File: src/rtl/change_dispenser.sv
// Change dispenser: pays a returned balance greedily as Rs.20/10/5 coins, one timed
// solenoid pulse per coin, while tracking per-denomination hopper inventory.
module change_dispenser #(
    parameter int unsigned PULSE_CYCLES = 4,
    parameter int unsigned GAP_CYCLES   = 4,
    parameter int unsigned INV_W        = 8,
    parameter int unsigned INIT_INV5    = 20,
    parameter int unsigned INIT_INV10   = 20,
    parameter int unsigned INIT_INV20   = 10
) (
    input  logic             clk,
    input  logic             reset,
    input  logic             bal_valid,
    output logic             bal_ready,
    input  logic [4:0]       balance,
    input  logic             refill,
    input  logic [INV_W-1:0] refill_n5,
    input  logic [INV_W-1:0] refill_n10,
    input  logic [INV_W-1:0] refill_n20,
    output logic             coin5_out,
    output logic             coin10_out,
    output logic             coin20_out,
    output logic             busy,
    output logic             done,
    output logic             short_pay,
    output logic [4:0]       short_amt,
    output logic [INV_W-1:0] inv5,
    output logic [INV_W-1:0] inv10,
    output logic [INV_W-1:0] inv20
);

    localparam int unsigned AMT_W   = 5;
    localparam int unsigned MAX_CYC = (PULSE_CYCLES > GAP_CYCLES) ? PULSE_CYCLES : GAP_CYCLES;
    localparam int unsigned CNT_W   = (MAX_CYC > 1) ? $clog2(MAX_CYC) : 1;

    typedef enum logic [2:0] {
        S_IDLE,
        S_SELECT,
        S_PULSE,
        S_GAP,
        S_DONE
    } state_e;

    state_e             state_q, state_d;
    logic [AMT_W-1:0]   rem_q, rem_d;
    logic [CNT_W-1:0]   cnt_q, cnt_d;
    logic [2:0]         coin_q, coin_d;      // {20, 10, 5}
    logic               done_q, done_d;
    logic               short_pay_q, short_pay_d;
    logic [AMT_W-1:0]   short_amt_q, short_amt_d;
    logic [INV_W-1:0]   inv5_q, inv5_d;
    logic [INV_W-1:0]   inv10_q, inv10_d;
    logic [INV_W-1:0]   inv20_q, inv20_d;
    logic               bal_ready_q, bal_ready_d;
    logic               busy_q, busy_d;

    // State register; reset aborts any payout in progress.
    always_ff @(posedge clk) begin
        if (reset) begin
            state_q     <= S_IDLE;
            rem_q       <= '0;
            cnt_q       <= '0;
            coin_q      <= '0;
            done_q      <= 1'b0;
            short_pay_q <= 1'b0;
            short_amt_q <= '0;
            inv5_q      <= INV_W'(INIT_INV5);
            inv10_q     <= INV_W'(INIT_INV10);
            inv20_q     <= INV_W'(INIT_INV20);
            bal_ready_q <= 1'b1;
            busy_q      <= 1'b0;
        end else begin
            state_q     <= state_d;
            rem_q       <= rem_d;
            cnt_q       <= cnt_d;
            coin_q      <= coin_d;
            done_q      <= done_d;
            short_pay_q <= short_pay_d;
            short_amt_q <= short_amt_d;
            inv5_q      <= inv5_d;
            inv10_q     <= inv10_d;
            inv20_q     <= inv20_d;
            bal_ready_q <= bal_ready_d;
            busy_q      <= busy_d;
        end
    end

    // Next-state and registered-output logic.
    always_comb begin
        state_d     = state_q;
        rem_d       = rem_q;
        cnt_d       = cnt_q;
        coin_d      = coin_q;
        done_d      = 1'b0;
        short_pay_d = short_pay_q;
        short_amt_d = short_amt_q;
        inv5_d      = inv5_q;
        inv10_d     = inv10_q;
        inv20_d     = inv20_q;

        case (state_q)
            S_IDLE: begin
                if (refill) begin
                    inv5_d  = refill_n5;
                    inv10_d = refill_n10;
                    inv20_d = refill_n20;
                end
                if (bal_valid && bal_ready_q) begin
                    rem_d       = balance;
                    short_pay_d = 1'b0;
                    short_amt_d = '0;
                    state_d     = S_SELECT;
                end
            end
            S_SELECT: begin
                // Largest denomination first, skipping empty hoppers.
                cnt_d = '0;
                if (rem_q >= AMT_W'(20) && inv20_q != '0) begin
                    rem_d   = rem_q - AMT_W'(20);
                    inv20_d = inv20_q - INV_W'(1);
                    coin_d  = 3'b100;
                    state_d = S_PULSE;
                end else if (rem_q >= AMT_W'(10) && inv10_q != '0) begin
                    rem_d   = rem_q - AMT_W'(10);
                    inv10_d = inv10_q - INV_W'(1);
                    coin_d  = 3'b010;
                    state_d = S_PULSE;
                end else if (rem_q >= AMT_W'(5) && inv5_q != '0) begin
                    rem_d   = rem_q - AMT_W'(5);
                    inv5_d  = inv5_q - INV_W'(1);
                    coin_d  = 3'b001;
                    state_d = S_PULSE;
                end else begin
                    done_d      = 1'b1;
                    short_pay_d = (rem_q != '0);
                    short_amt_d = rem_q;
                    state_d     = S_DONE;
                end
            end
            S_PULSE: begin
                if (cnt_q == CNT_W'(PULSE_CYCLES - 1)) begin
                    coin_d  = '0;
                    cnt_d   = '0;
                    state_d = S_GAP;
                end else begin
                    cnt_d = cnt_q + CNT_W'(1);
                end
            end
            S_GAP: begin
                if (cnt_q == CNT_W'(GAP_CYCLES - 1)) begin
                    cnt_d   = '0;
                    state_d = S_SELECT;
                end else begin
                    cnt_d = cnt_q + CNT_W'(1);
                end
            end
            S_DONE: begin
                state_d = S_IDLE;
            end
            default: begin
                coin_d  = '0;
                state_d = S_IDLE;
            end
        endcase

        bal_ready_d = (state_d == S_IDLE);
        busy_d      = (state_d != S_IDLE);
    end

    assign bal_ready  = bal_ready_q;
    assign busy       = busy_q;
    assign coin5_out  = coin_q[0];
    assign coin10_out = coin_q[1];
    assign coin20_out = coin_q[2];
    assign done       = done_q;
    assign short_pay  = short_pay_q;
    assign short_amt  = short_amt_q;
    assign inv5       = inv5_q;
    assign inv10      = inv10_q;
    assign inv20      = inv20_q;

endmodule

File: config.mk
export PLATFORM = sky130hd
export DESIGN_NAME = change_dispenser
export DESIGN_NICKNAME = d
export VERILOG_FILES = /design/src/rtl/change_dispenser.sv
export SDC_FILE = /design/constraint.sdc
export NUM_CORES = 1
export LEC_CHECK = 0
export ABC_AREA = 1
export BUFFER_PORTS_ARGS = -buffer_cell sky130_fd_sc_hd__buf_2
export CAP_MARGIN = 20
export CORE_MARGIN = 4
export CORE_UTILIZATION = 40
export CTS_BUF_LIST = sky130_fd_sc_hd__clkbuf_8
export CTS_CLUSTER_DIAMETER = 60
export DETAILED_ROUTE_END_ITERATION = 6
export GPL_TIMING_DRIVEN = 0
export PLACE_DENSITY = 0.62
export SYNTH_ARGS = -nofsm -noshare
export SYNTH_HDL_FRONTEND = slang
export SYNTH_SLANG_ARGS = --single-unit
File: constraint.sdc
create_clock -name clk -period 1.8 [get_ports clk]
set_input_delay 0.36 -clock clk [delete_from_list [all_inputs] [get_ports clk]]
set_output_delay 0.36 -clock clk [all_outputs]
set_load 0.005 [all_outputs]
==> flow_summary.yaml, run 1 <==
sta:
  max_freq_mhz: 587
  post-route-period-util_pct: 94.6
  clock_skew_ns: 0.0137
  post-route-min-period_ns: 1.70
  setup_violations: 0
  finalMaxSlewViolations: 0
  rsz0062_at_grt: "yes"
  hold_viol: 0
  relSlewSlack_pct: 69.2
  tightest_slew_ns: 0.461
route:
  first_iter_violations: 144
  vias: 3167
  drt_first_pass_iters: 4
  vias_per_cell: 4.88
  antenna_left: 0
  routedWlPerCell_um: 13.6
  drc: 0
  drt-total-wl_mm: 8.83
power:
  seq_power_share_pct: 28.1
  p_int_mw: 3.36
  p_sw_mw: 3.14
  comb_power_share_pct: 61.7
  clock_power_share_pct: 10.3
  p_leak_nw: 1.95
  swShare_pct: 48.3
  total_power_mw: 6.50
  ir_drop_mv: 0.600
  power_density_nw_per_um2: 1640
setup_path:
  critical_path.max_fanout: 8
  critical_path_arrival_ns: 1.93
  cp.required_ns: 2.03
  criticalPathCategory: "flop to flop"
  worst_setup_path_end_kind: "flop"
  worst_setup_path_start_kind: "flop"
  r2r_slack_ns: 0.1
clocking:
  cts_made_buffers: 5
  hold_buffers: 0
  clock_path_buffers: 2
  cts_tree: "built"
  clk_latency_ns: 0.31
  clockRootBuffer: "clkbuf_8"
  htree_levels: 2
  path_clk_slew_ns: 0.10
  numClockSinks: 46
global_routing:
  grt_max_degree: 14
  overflow: 0
  antenna_found_initial: 0
  grt_pass1_wl_mm: 14.0
  grt_pass1_vias: 3009
  grt_usage_pct: 19.6
die:
  std_cell_rows: 31
  dieArea_um2: 9040
  ios: 69
  initial_core_util_pct: 41.6
  coreArea_um2: 7290
  die_y_um: 95.1
  die_w_um: 95.1
final_layout:
  fin_nets: 599
  fin_area_um2: 3970
  fillers: 775
  area_growth_pct: 30.7
  final_common_cell: "nand2_1"
  final_cell_mix: "nand2_1 (89), nor2_1 (74), buf_2 (72)"
  diodes: 0
  drive_gt1_share_pct: 31.3
logic_synthesis:
  syn-cell-area_um2: 3030
  synthArstFlopShare_pct: 0
  ys.flop_type: "dfxtp_1"
  synth_warnings: 0
  synth-seq-cells: 46
  yosysSeqAreaShare_pct: 30.4
  synth_fp_nets: 505
  syn_area_per_cell_um2: 6.67
  yosysUniqueCellTypes: 39
  synth_top_area_share_pct: 30.4
  synth-edff-count: 0
  synth_cells: 455
  ys_top_cells_by_area: "dfxtp_1 (30%), nand2_1 (12%), nor2_1 (9.5%), ha_1 (7.0%), o21ai_0 (6.6%)"
  yosys.area.top_type: "dfxtp_1"
placed_design:
  dpl.hpwl_mm: 6.36
  gp_routability_congestion: 0.870
  place_area_um2: 3490
  io_buffers: 67
job:
  maxCapViolCount: 0
status:
  status: "completed"
hold_path:
  hold_class: "primary input to flop"
[logic make-up (layout without fill, tap and decap cells)]
family          count (synthesis)  count (layout)  share of synthesized area [%]
fa+ha+maj                      17              17                           7.01
buf+inv                        65             159                           9.61
mux                             1               1                          0.330
simple gates                  235             236                           35.3
flops                          46              46                           30.4
xor+xnor                        7               7                           2.02
compound gates                 84              84                           15.4
[layout make-up]
cell class / count / area [µm²] / area share [%]
Buffer: 12 / 90.1 / 2.27
Clock buffer: 6 / 82.6 / 2.08
Clock inverter: 2 / 8.76 / 0.221
Inverter: 53 / 226 / 5.71
Multi-Input combinational cell: 345 / 2010 / 50.8
Sequential cell: 46 / 936 / 23.6
Tap cell: 99 / 124 / 3.12
Timing Repair Buffer: 86 / 483 / 12.2
[per-stage QoR]
step / util, % / hold slack (ns) / std cells / worst slack [ns] / setup TNS [ns]
CTS: 49.8 / 0.266 / 630 / 0.00292 / 0
floorplan: - / 0.443 / 455 / 0.0345 / 0
detailed placement: 47.9 / 0.452 / 621 / -0.322 / -8.31
global route: 54.4 / 0.265 / 649 / -0.0353 / -0.0517
finish: 54.4 / 0.270 / 649 / 0.0976 / 0
global placement: 47.9 / 0.449 / 621 / -0.285 / -7.24
[per-layer routing]
metal | global-route usage [%] | vias to the layer above | part of all wire, %
met3 | 3.31 | 12 | 3.5
met1 | 25.5 | 1438 | 46
met5 | 0 | - | 0
met2 | 32.9 | 66 | 48
li1 | - | 1651 | -
met4 | 6.61 | 0 | 1.8
[power groups by stage]
stage / logic [mW] / clock network (mW) / registers, mW
2_1_floorplan: 2.33 / 0 / 1.74
3_3_place_gp: 3.21 / 0 / 1.76
3_5_place_dp: 3.24 / 0 / 1.78
4_1_cts: 3.34 / 0.688 / 1.78
5_1_grt: 4.51 / 0.726 / 1.89
6_report: 4.01 / 0.666 / 1.82
[path summary, 6_finish.rpt]
check | from | endpoint | cells after the start
hold reg to reg | coin_q[2]$_SDFFE_PP0P_ | coin_q[2]$_SDFFE_PP0P_ | 2
hold / removal | reset | coin_q[1]$_SDFFE_PP0P_ | 2
setup / recovery | rem_q[2]$_SDFFE_PP0P_ | inv20[4]$_SDFFE_PP0P_ | 11
setup reg to reg | rem_q[2]$_SDFFE_PP0P_ | inv20[4]$_SDFFE_PP0P_ | 11
[cells in the mapped netlist (2+ instances only)]
library cell,number
a21oi_1,24
a31oi_1,5
buf_2,4
buf_6,4
clkbuf_1,2
dfxtp_1,46
ha_1,17
inv_1,48
inv_2,2
nand2_1,97
nand2_2,10
nand2_4,4
nand3_1,22
nand3_2,3
nand4_1,4
nor2_1,77
nor2_2,6
nor2_4,6
nor3_1,3
o211ai_1,3
o21ai_0,40
o21ai_1,4
o31ai_1,2
or2_2,2
xnor2_1,4
xor2_1,3
[sequential cells by signal, summed over array words and instances (netlist names), 2 cells and up]
register,cells
inv10,8
short_amt,5
inv20,8
state_q,3
cnt_q,2
inv5,8
coin_q,3
rem_q,5
[worst max-delay path, cell delays in order, from the launching register on]
cell      delay (ns)
dfxtp_4         0.44
ha_4            0.16
nand2_2         0.05
nand2_2         0.08
nand2_4         0.06
nor2_4          0.21
buf_6           0.15
nand2_8         0.06
nand2_8         0.11
buf_4           0.12
nor2_1          0.03
a211oi_1        0.15
[what timing repair did]
action                     CTS  global route
pin swaps                    1            11
cloned                       0             2
buffers inserted             1            17
setup endpoints to repair   42            37
resized for setup           20            54
hold endpoints to repair     0             0
Note: power is estimated with default switching activity, not from simulation.
==> inputs of run 2 (changes only) <==
Settings changed: ABC_AREA 1 to not set, PLACE_DENSITY 0.62 to 0.63.
Clock period 1.8 ns to 1.4 ns, I/O delays scaled along.
==> run 2 against run 1 <==
  * Clock power rose by 53%
  * Critical path depth unchanged
  * Final cell count decreased by 9.2%
  * Hold slack worse by 0.065 ns
  * Flip-flop and latch count stayed put
  * The run now ends with setup timing left
  * First-iteration DRC count increased by 35%
  * Power fell by 4.1%
==> flow_summary.yaml, run 2 <==
status:
  status: "finished, violations left"
  violations: "setup timing"
die:
  die_w_um: 92.0
  ios: 69
  die_y_um: 92.0
  std_cell_rows: 30
  initial_core_util_pct: 41.3
  coreArea_um2: 6830
  dieArea_um2: 8460
sta:
  tightest_slew_ns: 0.881
  post-route-min-period_ns: 2.03
  clock_skew_ns: 0.0150
  post-route-period-util_pct: 145
  rsz0062_at_grt: "yes"
  hold_viol: 0
  max_freq_mhz: 493
  finalMaxSlewViolations: 0
  setup_ws_ns: -0.630
  hold_slack_ns: 0.206
  relSlewSlack_pct: 40.8
  setup_violations: 41
  setup_tns_ns: -19.77
setup_path:
  critical_path_arrival_ns: 2.22
  cp.required_ns: 1.59
  r2r_start: "inv10[0]$_SDFFE_PP0P_"
  critPathBufInv: 4
  criticalPathCategory: "flop to flop"
  worst_setup_path_end_kind: "flop"
  max_stage_delay_ns: 0.34
  critPathMostFrequentCell: "buf_6"
  slowest_stage: "dfxtp_2"
  cp_cell_sequence: "inv_2 > ha_4 > nor3b_4 > buf_4 > a32oi_4 > buf_6 > a221oi_4 > buf_6 > nor2_2 > a22oi_1 > nor3_1"
  worst_setup_path_start_kind: "flop"
  crit_start: "inv10[0]$_SDFFE_PP0P_"
  cp_top_family: "buffers and inverters"
  critical_path.max_fanout: 4
job:
  maxCapViolCount: 0
power:
  p_leak_nw: 1.87
  power_density_nw_per_um2: 1390
  ir_drop_mv: 0.562
global_routing:
  grt_usage_pct: 24.9
  grt_pass1_wl_mm: 16.8
  grt_pass1_vias: 3415
  overflow: 0
  grt_max_degree: 15
  antenna_found_initial: 0
clocking:
  clock_path_buffers: 2
  numClockSinks: 46
  cts_made_buffers: 5
  cts_tree: "built"
  path_clk_slew_ns: 0.10
  hold_buffers: 0
  htree_levels: 2
  clk_latency_ns: 0.31
  clockRootBuffer: "clkbuf_8"
final_layout:
  drive_gt1_share_pct: 50.7
  fin_area_um2: 4480
  final_common_cell: "buf_2"
  fin_nets: 542
  area_growth_pct: 58.7
  final_cell_mix: "buf_2 (69), nor2_1 (44), buf_4 (41)"
  finalNonFillerCells: 589
  diodes: 0
route:
  drc: 0
  vias: 3389
  routedWlPerCell_um: 18.0
  drt_first_pass_iters: 5
  vias_per_cell: 5.75
  antenna_left: 0
  first_iter_violations: 194
  drt-total-wl_mm: 10.6
placed_design:
  dpl.hpwl_mm: 6.39
  gp_routability_congestion: 0.880
  io_buffers: 68
  dpl.cell_count: 525
  place_area_um2: 3470
logic_synthesis:
  synth_fp_nets: 411
  ys_top_cells_by_area: "dfxtp_1 (33%), a21oi_1 (8.2%), ha_1 (7.5%), nor2_1 (6.4%), nand2_1 (5.1%)"
  synth_cells: 361
  ys.flop_type: "dfxtp_1"
  yosysSeqAreaShare_pct: 32.6
  synth_warnings: 0
  yosysUniqueCellTypes: 57
  yosys.area.top_type: "dfxtp_1"
  synth-seq-cells: 46
  synth_commonest_cells: "nor2_1 (48), a21oi_1 (46), dfxtp_1 (46)"
  syn-cell-area_um2: 2820
  syn_area_per_cell_um2: 7.82
  synthArstFlopShare_pct: 0
  synth_top_area_share_pct: 32.6
  yosysMostFrequentCell: "nor2_1"
  synth-edff-count: 0
hold_path:
  worstHoldStart: "refill_n20[0]"
  hold_class: "primary input to flop"
run 2: kinds of logic after synthesis:
logic type,count (synthesis),synth area share (%)
and+or+nand+nor,137,24.1
buffers and inverters,33,4.96
muxes,6,2.17
xor gates and xnor gates,1,0.310
adders and majority gates,17,7.54
AOI/OAI and AO/OA,121,28.3
DFF,46,32.6
run 2: where the power goes:
part	internal [mW]	switching, mW
Sequential	1.51	0.253
Clock	0.527	0.495
Combinational	1.66	1.79
run 2: cell type report:
type	instances	area, µm²
Fill cell	560	2350
Multi-Input combinational cell	283	2260
Sequential cell	46	951
Timing Repair Buffer	124	841
Buffer	17	135
Tap cell	96	120
Clock buffer	5	68.8
Inverter	15	68.8
Clock inverter	3	40.0
run 2: what timing repair did:
action | CTS | global route
gates cloned | 3 | 0
pin swaps | 57 | 26
setup buffers | 51 | 3
gates resized for setup | 101 | 33
endpoints found under the setup margin | 42 | 42
run 2: tightest hold or removal path: stages:
cell and delay [ns]:
buf_2 0.10, nand3_1 0.05, a21oi_1 0.06
run 2: per-stage QoR:
stage / setup WS, ns / util [%] / power, mW
final: -0.630 / 65.6 / 6.23
after global routing: -0.736 / 65.6 / 6.55
after CTS: -0.567 / 63.6 / 5.90
after detailed placement: -0.844 / 50.8 / 3.88
after global placement: -0.902 / 50.8 / 3.83
after floorplan: -0.531 / - / 3.27
run 2: path summary, 6_finish.rpt:
| kind | cells after the start | slack (ns) | endpoint |
|---|---|---|---|
| max | 11 | -0.63 | state_q[1]$_SDFF_PP0_ |
| min | 3 | 0.21 | inv20[0]$_SDFFE_PP0P_ |
| min reg2reg | 2 | 0.46 | short_amt[1]$_SDFFE_PP0P_ |
| max reg2reg | 11 | -0.63 | state_q[1]$_SDFF_PP0_ |
run 2: layer usage:
layer / track usage [%] / part of all wire [%] / vias up / wire, µm
met5: 0 / 0 / - / 0
met4: 9.03 / 1.9 / 0 / 197
met3: 3.04 / 5.7 / 17 / 598
met2: 41.9 / 50 / 129 / 5290
met1: 32.5 / 42 / 1664 / 4490
li1: - / - / 1579 / -
==> inputs of run 3 (changes only) <==
Settings changed: CORE_MARGIN 4 to not set, MAX_ROUTING_LAYER set to met4, PLACE_DENSITY 0.63 to not set, PLACE_DENSITY_LB_ADDON set to 0.3.
==> run 3 against run 2 <==
  * The run still ends with setup timing left
  * Register-to-register slack hardly changed
  * Clock power up 22%
  * Combinational power decreased by 1%
  * Non-clock buffer count unchanged
  * Critical path type unchanged
  * Power rose by 2.6%
==> flow_summary.yaml, run 3 (synthesis results as in run 2) <==
status:
  status: "finished, violations left"
  violations: "setup timing"
power:
  power_density_nw_per_um2: 1430
  p_leak_nw: 1.86
  swShare_pct: 39.4
  comb_power_share_pct: 53.1
  ir_drop_mv: 0.664
  p_int_mw: 3.88
  p_sw_mw: 2.52
  clock_power_share_pct: 19.5
  total_power_mw: 6.40
  seq_power_share_pct: 27.5
die:
  die_y_um: 86.0
  coreArea_um2: 6790
  std_cell_rows: 30
  initial_core_util_pct: 41.5
  die_w_um: 86.0
  ios: 69
  dieArea_um2: 7400
clocking:
  cts_tree: "built"
  clk_latency_ns: 0.31
  clockRootBuffer: "clkbuf_8"
  cts_made_buffers: 5
  htree_levels: 2
  numClockSinks: 46
  path_clk_slew_ns: 0.09
  clock_path_buffers: 2
final_layout:
  finalNonFillerCells: 589
  final_cell_mix: "buf_2 (68), nor2_1 (45), buf_4 (41)"
  diodes: 0
  fillers: 484
  fin_nets: 542
  fin_area_um2: 4470
  drive_gt1_share_pct: 50.5
  final_common_cell: "buf_2"
  area_growth_pct: 58.5
setup_path:
  cp.required_ns: 1.64
  criticalPathCategory: "flop to flop"
  cp_cell_sequence: "inv_6 > ha_4 > nand2b_4 > a32o_2 > buf_6 > mux2i_1 > or3_1 > o211ai_1 > a32o_1"
  worst_setup_path_end_kind: "flop"
  max_stage_delay_ns: 0.43
  slowest_stage: "dfxtp_4"
  worst_setup_path_start_kind: "flop"
  critical_path.max_fanout: 6
  critical_path_arrival_ns: 2.27
job:
  maxCapViolCount: 0
route:
  first_iter_violations: 332
  drc: 0
  vias: 3457
  drt-total-wl_mm: 10.7
  vias_per_cell: 5.87
  routedWlPerCell_um: 18.2
  antenna_left: 0
  drt_first_pass_iters: 5
sta:
  max_freq_mhz: 493
  finalMaxSlewViolations: 0
  clock_skew_ns: 0.00798
  post-route-min-period_ns: 2.03
  post-route-period-util_pct: 145
  tightest_slew_ns: 0.901
  relSlewSlack_pct: 39.4
  setup_violations: 41
  setup_ws_ns: -0.628
  rsz0062_at_grt: "yes"
  hold_slack_ns: 0.225
  hold_viol: 0
global_routing:
  grt_pass1_vias: 3156
  grt_max_degree: 15
  grt_usage_pct: 28.9
  overflow: 0
  antenna_found_initial: 0
  grt_pass1_wl_mm: 16.1
placed_design:
  dpl.hpwl_mm: 6.15
  place_area_um2: 3470
  io_buffers: 68
  dpl.cell_count: 525
  gp_routability_congestion: 0.913
hold_path:
  hold_class: "primary input to flop"
## run 3: stage by stage
stage	utilization [%]	setup TNS, ns	worst slack (ns)
finish	65.9	-19.51	-0.628
CTS	62.6	-17.36	-0.533
detailed placement	51.1	-30.40	-0.888
global route	65.9	-22.52	-0.717
floorplan	-	-14.40	-0.531
global placement	51.1	-29.48	-0.865
## run 3: what timing repair did
| item | 4_1_cts | 5_1_grt |
|---|---|---|
| cloned | 3 | 0 |
| pin swaps | 44 | 26 |
| gates resized for setup | 79 | 53 |
| buffers inserted | 44 | 12 |
| endpoints found under the setup margin | 42 | 44 |
| hold buffers | 0 | 0 |
## run 3: worst paths after layout
kind         depth (start not counted)                   endpoint  slack (ns)                       from
min reg2reg                          2  short_amt[2]$_SDFFE_PP0P_        0.47  short_amt[2]$_SDFFE_PP0P_
max reg2reg                          9      rem_q[3]$_SDFFE_PP0P_       -0.63      rem_q[2]$_SDFFE_PP0P_
min                                  3      inv20[0]$_SDFFE_PP0P_        0.23              refill_n20[0]
max                                  9      rem_q[3]$_SDFFE_PP0P_       -0.63      rem_q[2]$_SDFFE_PP0P_
## run 3: layer usage
layer / wire length, µm / GRT usage (%) / share of wire [%]
met2: 5180 / 47.0 / 48
met5: 0 / - / 0
met3: 859 / 3.95 / 8.0
met4: 352 / 12.1 / 3.3
met1: 4310 / 35.9 / 40
## run 3: power by group through the flow
stage / Sequential [mW] / Combinational (mW) / Clock [mW]
floorplan: 1.75 / 1.52 / 0
CTS: 1.73 / 2.87 / 1.25
detailed placement: 1.79 / 2.08 / 0
global route: 1.78 / 3.62 / 1.30
global placement: 1.78 / 2.03 / 0
finish: 1.76 / 3.40 / 1.24
## run 3: worst max-delay path: cells and delay by family (launching register included)
family / cells / cell delay (ns)
buf+inv: 2 / 0.18
simple gates: 2 / 0.46
compound gates: 3 / 0.63
fa+ha+maj: 1 / 0.15
mux: 1 / 0.13
flops: 1 / 0.43
## run 3: layout make-up
cell class                 count  area [µm²]  area share (%)
multi-input combinational    283        2210            49.3
sequential                    46         953            21.3
timing repair buffer         124         842            18.8
buffer                        17         141            3.16
tap                           96         120            2.68
clock buffer                   6        82.6            1.85
inverter                      15        68.8            1.54
clock inverter                 2        60.1            1.34
